$ cat config.mk
export PLATFORM = sky130hd
export DESIGN_NAME = uart_tx_fifo
export DESIGN_NICKNAME = d
export VERILOG_FILES = /design/src/rtl/uart_tx_fifo.sv
export SDC_FILE = /design/constraint.sdc
export NUM_CORES = 1
export LEC_CHECK = 0
export ABC_AREA = 1
export CORE_AREA = 2 2 118 108
export CTS_CLUSTER_DIAMETER = 40
export DETAILED_ROUTE_END_ITERATION = 8
export DIE_AREA = 0 0 120 110
export PLACE_DENSITY = 0.53
export SLEW_MARGIN = 5
export SYNTH_ARGS = -nofsm -noshare
export SYNTH_HDL_FRONTEND = slang
export SYNTH_SLANG_ARGS = --single-unit
$ cat constraint.sdc
create_clock -name sysclk -period 4.3 [get_ports sysclk]
set_clock_uncertainty 0.05 [all_clocks]
set_input_delay 0.43 -clock sysclk [delete_from_list [all_inputs] [get_ports sysclk]]
set_output_delay 0.43 -clock sysclk [all_outputs]
set_load 0.005 [all_outputs]
$ cat src/rtl/uart_tx_fifo.sv
// Buffered 8N1 UART transmitter: valid/ready byte FIFO feeding a single-clock
// serialiser with an internal baud counter. All state runs on sysclk.
module uart_tx_fifo #(
  parameter int CLKS_PER_BIT = 10416,
  parameter int FIFO_DEPTH   = 8,
  parameter int CNT_W        = 4
) (
  input  logic             sysclk,
  input  logic             reset,
  input  logic [7:0]       tx_data,
  input  logic             tx_valid,
  output logic             tx_ready,
  output logic             PC_Uart_txd,
  output logic             tx_busy,
  output logic [CNT_W-1:0] fifo_count
);

  localparam int PTR_W  = $clog2(FIFO_DEPTH);
  localparam int BAUD_W = $clog2(CLKS_PER_BIT);
  localparam logic [BAUD_W-1:0] BAUD_LAST = BAUD_W'(CLKS_PER_BIT - 1);
  localparam logic [CNT_W-1:0]  FULL_CNT  = CNT_W'(FIFO_DEPTH);

  typedef enum logic [1:0] {IDLE, START, DATA, STOP} state_t;

  logic [7:0]        mem_q [FIFO_DEPTH];
  logic [PTR_W-1:0]  wr_ptr_q, wr_ptr_d;
  logic [PTR_W-1:0]  rd_ptr_q, rd_ptr_d;
  logic [CNT_W-1:0]  count_q, count_d;
  state_t            state_q, state_d;
  logic [BAUD_W-1:0] baud_q, baud_d;
  logic [2:0]        bit_idx_q, bit_idx_d;
  logic [2:0]        bit_idx_nxt;
  logic [7:0]        shift_q, shift_d;
  logic              txd_q, txd_d;
  logic              push, pop, baud_done;

  assign tx_ready    = (count_q != FULL_CNT);
  assign push        = tx_valid && tx_ready;
  assign baud_done   = (baud_q == BAUD_LAST);
  // Pop either from idle or at the last stop-bit cycle, giving back-to-back frames.
  assign pop         = (count_q != '0) &&
                       ((state_q == IDLE) || ((state_q == STOP) && baud_done));
  assign bit_idx_nxt = bit_idx_q + 3'd1;

  assign PC_Uart_txd = txd_q;
  assign tx_busy     = (state_q != IDLE) || (count_q != '0);
  assign fifo_count  = count_q;

  always_ff @(posedge sysclk) begin
    if (push) mem_q[wr_ptr_q] <= tx_data;
  end

  always_comb begin
    wr_ptr_d = push ? wr_ptr_q + PTR_W'(1) : wr_ptr_q;
    rd_ptr_d = pop  ? rd_ptr_q + PTR_W'(1) : rd_ptr_q;
    count_d  = count_q;
    case ({push, pop})
      2'b10:   count_d = count_q + CNT_W'(1);
      2'b01:   count_d = count_q - CNT_W'(1);
      default: count_d = count_q;
    endcase
  end

  // txd_d is the line level for the cycle after this edge, so the output stays registered.
  always_comb begin
    state_d   = state_q;
    baud_d    = baud_q;
    bit_idx_d = bit_idx_q;
    shift_d   = shift_q;
    txd_d     = txd_q;
    case (state_q)
      IDLE: begin
        txd_d = 1'b1;
        if (pop) begin
          shift_d = mem_q[rd_ptr_q];
          state_d = START;
          baud_d  = '0;
          txd_d   = 1'b0;
        end
      end
      START: begin
        if (baud_done) begin
          state_d   = DATA;
          baud_d    = '0;
          bit_idx_d = 3'd0;
          txd_d     = shift_q[0];
        end else begin
          baud_d = baud_q + BAUD_W'(1);
        end
      end
      DATA: begin
        if (baud_done) begin
          baud_d = '0;
          if (bit_idx_q == 3'd7) begin
            state_d = STOP;
            txd_d   = 1'b1;
          end else begin
            bit_idx_d = bit_idx_nxt;
            txd_d     = shift_q[bit_idx_nxt];
          end
        end else begin
          baud_d = baud_q + BAUD_W'(1);
        end
      end
      STOP: begin
        if (baud_done) begin
          baud_d = '0;
          if (pop) begin
            shift_d = mem_q[rd_ptr_q];
            state_d = START;
            txd_d   = 1'b0;
          end else begin
            state_d = IDLE;
            txd_d   = 1'b1;
          end
        end else begin
          baud_d = baud_q + BAUD_W'(1);
        end
      end
    endcase
  end

  always_ff @(posedge sysclk or negedge reset) begin
    if (!reset) begin
      wr_ptr_q  <= '0;
      rd_ptr_q  <= '0;
      count_q   <= '0;
      state_q   <= IDLE;
      baud_q    <= '0;
      bit_idx_q <= '0;
      shift_q   <= '0;
      txd_q     <= 1'b1;
    end else begin
      wr_ptr_q  <= wr_ptr_d;
      rd_ptr_q  <= rd_ptr_d;
      count_q   <= count_d;
      state_q   <= state_d;
      baud_q    <= baud_d;
      bit_idx_q <= bit_idx_d;
      shift_q   <= shift_d;
      txd_q     <= txd_d;
    end
  end

endmodule
==> results.toml, run 1 <==
[critical_path]
path_class = "reg2out"
cp_cell_sequence = "nor2_1, nand3_1, clkdlybuf4s50_1"
critPathSlowestCell = "clkdlybuf4s50_1"
slowest_delay_ns = 0.59
crit_arrival_ns = 2.18
cp-end-kind = "output pin"
worstPathRequired_ns = 3.82
worst-path-buf-inv = 1
crit_family = "simple AND/OR/NAND/NOR gates"
start_kind = "flip-flop"
path_max_fanout = 13

[yosys]
syn_area_per_cell_um2 = 10.5
synth-compound-area-share_pct = 11.9
yosysMostFrequentCell = "nand2_1"
synth_seq_area_share_pct = 61.2
synth_edf_count = 64
ys_warn_count = 0
ys_types = 35
ys_ff_latch = 102
syn_area_um2 = 4700
synth_xor_xnor_area_share_pct = 2.05
syn_nets = 472
yosysTopAreaCellShare_pct = 40.9
synthAdderAreaFrac_pct = 3.20
synth_area_leaders = "edfxtp_1 41%, dfrtp_1 20%, nand2_1 7.9%"
synth_common_cells = "99 x nand2_1, 64 x edfxtp_1, 40 x inv_1, 37 x dfrtp_1, 36 x nor2_1"
synth-simple-area-share_pct = 17.0
ys_async_sr_fraction_pct = 37.3
synth_cells = 449
synth_top_family_by_area = "simple AND/OR/NAND/NOR gates"
synth_top_flop_cell = "edfxtp_1"
synthMuxAreaShare_pct = 0
synth_top_area_cell = "edfxtp_1"

[hold_path]
min_path_type = "in2async"

[timing]
fmax_mhz = 376
setup_viol = 0
slew_headroom_pct = 29.8
setup_tns_ns = 0
layout_min_cycle_time_ns = 2.66
period_share_pct = 61.9
maxSlewViolCount = 0
rsz0062_at_grt = "no"
setup_slack_ns = 1.64
tightest_slew_ns = 1.05
whs_ns = 0.147
hold_violations = 0

[die]
start_util_pct = 39.4
io_pins = 18
die_area_um2 = 13200
die_h_um = 110
die_w_um = 120
core_area_um2 = 11900
rows = 38

[grt]
use_met1_pct = 19.6
overflow = 0
use_met3_pct = 3.81
grt_usage_pct = 15.0
grtUsageMet2_pct = 25.0
grt_pass1_vias = 3047
antenna_found_initial = 0
grt_first_pass_wirelength_mm = 15.1
grt_max_degree = 39
busiest_layer = "met2"

[power_and_ir_drop]
irDropWorstVdd_mv = 0.250
swShare_pct = 38.2
power.density_nw_per_um2 = 649
p_int_mw = 2.14
power.share.sequential_pct = 41.2
clkPwrFrac_pct = 23.6
p_comb_share_pct = 35.1
p_leak_nw = 2.07
p_switching_mw = 1.32
total_power_mw = 3.46

[clock_network]
cts_hold_buffers = 0
cts_repair_resize_count = 0
clockBufferDepth = 2
path_clk_slew_ns = 0.08
cts_post_setup_buffers_inserted = 0
cts_tree = "done"
h-tree-depth = 3
clk_latency_ns = 0.34
cts_buffers = 9
cts_sinks = 102
cts-root-buf = "clkbuf_16"

[status]
status = "finished clean"

[drt]
wl_per_cell_um = 14.3
drt_iter0_drc = 241
drt-total-wl_mm = 9.03
antenna_left = 0
viasPerCell = 4.90
first_pass_iters = 4
drc = 0
via_count = 3093

[finish]
final_nets = 489
fin_area_um2 = 5330
drive_gt1_share_pct = 8.49
diodes = 0
area_delta_synth_final_pct = 13.4

[place]
dpl.hpwl_mm = 6.14
gp_congestion = 0.828
io_buffers = 17
dp_slack_ns = 1.81
dpl_cell_area_um2 = 5010

[flow_run]
cap_violations = 0
-- kinds of logic (layout without fill, tap and decap cells) --
logic type | Yosys count | in the layout
XOR/XNOR | 11 | 11
flip-flops | 102 | 102
buffers and inverters | 55 | 77
AO/OA/AOI/OAI | 89 | 89
adder cells (fa/ha/maj) | 12 | 12
AND/OR/NAND/NOR | 180 | 180
-- worst register-to-register path, delay by kind of cell, from the launching register on --
kind | cells | cell delay (ns)
buffers and inverters | 1 | 0.12
AND/OR/NAND/NOR | 7 | 0.87
XOR/XNOR | 2 | 0.34
AO/OA/AOI/OAI | 1 | 0.16
flip-flops | 1 | 0.40
adder cells (fa/ha/maj) | 2 | 0.44
-- layer usage --
layer	part of all wire (%)	up-vias
met4	1.2	0
li1	-	1586
met2	46	41
met5	0	-
met1	50	1457
met3	2.6	9
-- flip-flops by register name, indices dropped and copies added (netlist names) --
| signal | cells |
|---|---|
| PC_Uart_txd | 1 |
| state_q | 2 |
| mem_q | 64 |
| shift_q | 8 |
| rd_ptr_q | 3 |
| baud_q | 14 |
| wr_ptr_q | 3 |
| bit_idx_q | 3 |
| fifo_count | 4 |
-- cell usage in the layout, fill, tap and decap left out, types with 7 or more instances in the layout --
| master | n |
|---|---|
| ha_1 | 12 |
| inv_1 | 40 |
| dfrtp_1 | 37 |
| a21oi_1 | 13 |
| clkdlybuf4s50_1 | 16 |
| nor2_1 | 36 |
| o21bai_1 | 8 |
| nand2_1 | 99 |
| nand3_1 | 23 |
| o221ai_1 | 8 |
| o21ai_0 | 35 |
| a32oi_1 | 8 |
| edfxtp_1 | 64 |
| o21ai_1 | 7 |
| clkbuf_16 | 9 |
-- through the flow --
stage | std cells | utilization, %
2_1_floorplan | 449 | -
3_3_place_gp | 615 | 42.0
3_5_place_dp | 615 | 42.0
4_1_cts | 631 | 44.7
5_1_grt | 631 | 44.7
6_report | 631 | 44.7
-- final cells by class --
class,count,area [um2]
Fill cell,1102,6610
Sequential cell,102,2870
Multi-Input combinational cell,292,1610
Clock buffer,9,225
Tap cell,160,200
Timing Repair Buffer,18,173
Inverter,43,161
Clock inverter,7,88.8
-- power groups by stage --
stage / combinational [mW] / sequential (mW) / clock [mW]
after floorplan: 0.930 / 1.39 / 0
after global placement: 1.21 / 1.44 / 0
after detailed placement: 1.22 / 1.44 / 0
after CTS: 1.23 / 1.42 / 0.842
after global routing: 1.39 / 1.45 / 0.888
final: 1.21 / 1.43 / 0.817
-- final timing paths --
path	start	end	slack, ns	depth (start not counted)
worst min register to register	rd_ptr_q[2]$_DFFE_PN0N_	rd_ptr_q[2]$_DFFE_PN0N_	0.43	1
max in group asynchronous	reset	shift_q[0]$_DFFE_PN0P_	3.50	1
worst max register to register	baud_q[0]$_DFFE_PN0P_	fifo_count[3]$_DFFE_PN0P_	1.82	13
min in group sysclk	rd_ptr_q[2]$_DFFE_PN0N_	rd_ptr_q[2]$_DFFE_PN0N_	0.43	1
worst min-delay path	reset	baud_q[7]$_DFFE_PN0P_	0.15	1
worst max-delay path	fifo_count[1]$_DFFE_PN0P_	tx_busy	1.64	3
(Power assumes the default switching activity.)
==> inputs of run 2 (changes only) <==
Settings changed: PLACE_DENSITY 0.53 to 0.55.
Clock period 4.3 ns to 2.3 ns, I/O delays scaled along.
==> results.toml, run 2 (same netlist as run 1, synthesis figures left out) <==
[finish]
largest_reg_flops = 64
layout_common_cells = "99 x nand2_1, 64 x edfxtp_1, 39 x inv_1"
final_common_cell = "nand2_1"
diodes = 0
post-route-util_pct = 46.9
reg_top3 = "mem_q: 64 flops, baud_q: 14 flops, shift_q: 8 flops"
final_nets = 519
fin_area_um2 = 5600
fin_cells = 661
regMostFlops = "mem_q"
drive_gt1_share_pct = 14.8
area_delta_synth_final_pct = 19.1

[drt]
antenna_left = 0
viasPerCell = 4.90
drt-total-wl_mm = 9.53
drc = 0
wl_per_cell_um = 14.4
first_pass_iters = 4
via_count = 3238
drt_iter0_drc = 160

[grt]
grt_first_pass_wirelength_mm = 15.8
grt_usage_pct = 15.6
antenna_found_initial = 0
overflow = 0
grt_max_degree = 39
grt_pass1_vias = 3058

[place]
dp_cells = 637
dpl_cell_area_um2 = 5180
io_buffers = 17
dpl.hpwl_mm = 6.48
gp_congestion = 0.830

[die]
io_pins = 18
die_w_um = 120
core_area_um2 = 11900
die_area_um2 = 13200
die_h_um = 110
rows = 38
start_util_pct = 39.4

[status]
status = "finished clean"

[flow_run]
cap_violations = 0

[critical_path]
cp-end-kind = "flip-flop"
worstPathRequired_ns = 2.48
r2r_setup_slack_ns = 0.19
crit_arrival_ns = 2.29
r2r-start = "baud_q[1]$_DFFE_PN0P_"
worstSetupStartpoint = "baud_q[1]$_DFFE_PN0P_"
worst-r2r-cell-count = 13
timing.critical_path.to = "fifo_count[3]$_DFFE_PN0P_"
path_class = "reg2reg"
start_kind = "flip-flop"
path_max_fanout = 3
r2r_end = "fifo_count[3]$_DFFE_PN0P_"

[timing]
hold_violations = 0
layout_min_cycle_time_ns = 2.11
setup_tns_ns = 0
period_share_pct = 91.6
maxSlewViolCount = 0
fmax_mhz = 475
setup_viol = 0
slew_headroom_pct = 40.4
tightest_slew_ns = 0.891

[clock_network]
cts_buffers = 9
cts_sinks = 102
path_clk_slew_ns = 0.07
cts-root-buf = "clkbuf_16"
cts_tree = "done"
clockBufferDepth = 2
h-tree-depth = 3
clk_latency_ns = 0.35

[power_and_ir_drop]
power.density_nw_per_um2 = 1220
p_leak_nw = 2.22
total_power_mw = 6.83
irDropWorstVdd_mv = 0.458

[hold_path]
min_path_type = "reg2reg"
[run 2: repair_timing]
action / 4_1_cts / 5_1_grt
hold buffers: 1 / 0
endpoints found under the setup margin: 2 / 3
hold endpoints to repair: 37 / 0
buffers inserted: 0 / 7
pin swaps: 0 / 9
gates resized for setup: 2 / 9
[run 2: layout make-up]
| type | instances | area (um2) |
|---|---|---|
| fillers | 1100 | 6340 |
| flip-flops and latches | 102 | 2870 |
| multi-input cells | 292 | 1650 |
| repair buffers | 48 | 400 |
| clock buffers | 9 | 225 |
| well taps | 160 | 200 |
| inverters | 43 | 164 |
| clock inverters | 7 | 85.1 |
[run 2: power breakdown]
group          switching, mW  internal (mW)
combinational           1.52           1.07
sequential             0.267           2.37
clock                  0.732          0.872
[run 2: through the flow]
| stage | setup WS, ns | hold slack (ns) |
|---|---|---|
| 6_report | 0.193 | 0.420 |
| 5_1_grt | -0.00964 | 0.454 |
| 4_1_cts | 0.0150 | 0.422 |
| 3_5_place_dp | -0.0315 | 0.356 |
| 3_3_place_gp | 0.0891 | 0.360 |
| 2_1_floorplan | 0.0631 | -0.116 |
[run 2: per-layer routing]
layer	GRT usage [%]	wire length (um)	vias to the layer above
li1	-	-	1645
met5	0	0	-
met1	20.8	4630	1552
met3	3.45	231	9
met4	4.45	108	0
met2	25.8	4560	32
[run 2: critical path: stages, from the launching register on]
cell     delay, ns
dfrtp_1       0.39
ha_2          0.23
nand3_4       0.09
nor3_4        0.22
nand2_4       0.08
nand2_4       0.08
nand2_4       0.06
inv_4         0.07
ha_4          0.15
xor2_2        0.14
nand2_1       0.09
o21ai_1       0.13
nand3_1       0.10
xnor2_1       0.13
[run 2: worst min path at each step]
stage | from | endpoint | slack, ns | cells after the start
floorplan | reset | baud_q[0]$_DFFE_PN0P_ | -0.12 | 0
global placement | reset | baud_q[7]$_DFFE_PN0P_ | 0.36 | 1
finish | rd_ptr_q[2]$_DFFE_PN0N_ | rd_ptr_q[2]$_DFFE_PN0N_ | 0.42 | 1
detailed placement | reset | baud_q[8]$_DFFE_PN0P_ | 0.36 | 1
CTS | rd_ptr_q[2]$_DFFE_PN0N_ | rd_ptr_q[2]$_DFFE_PN0N_ | 0.42 | 1
global route | rd_ptr_q[2]$_DFFE_PN0N_ | rd_ptr_q[2]$_DFFE_PN0N_ | 0.45 | 1
==> inputs of run 3 (changes only) <==
Settings changed: HOLD_SLACK_MARGIN set to 0.03.
==> results of run 3 <==
The final DEF is identical to that of run 2; final timing and power are the same.
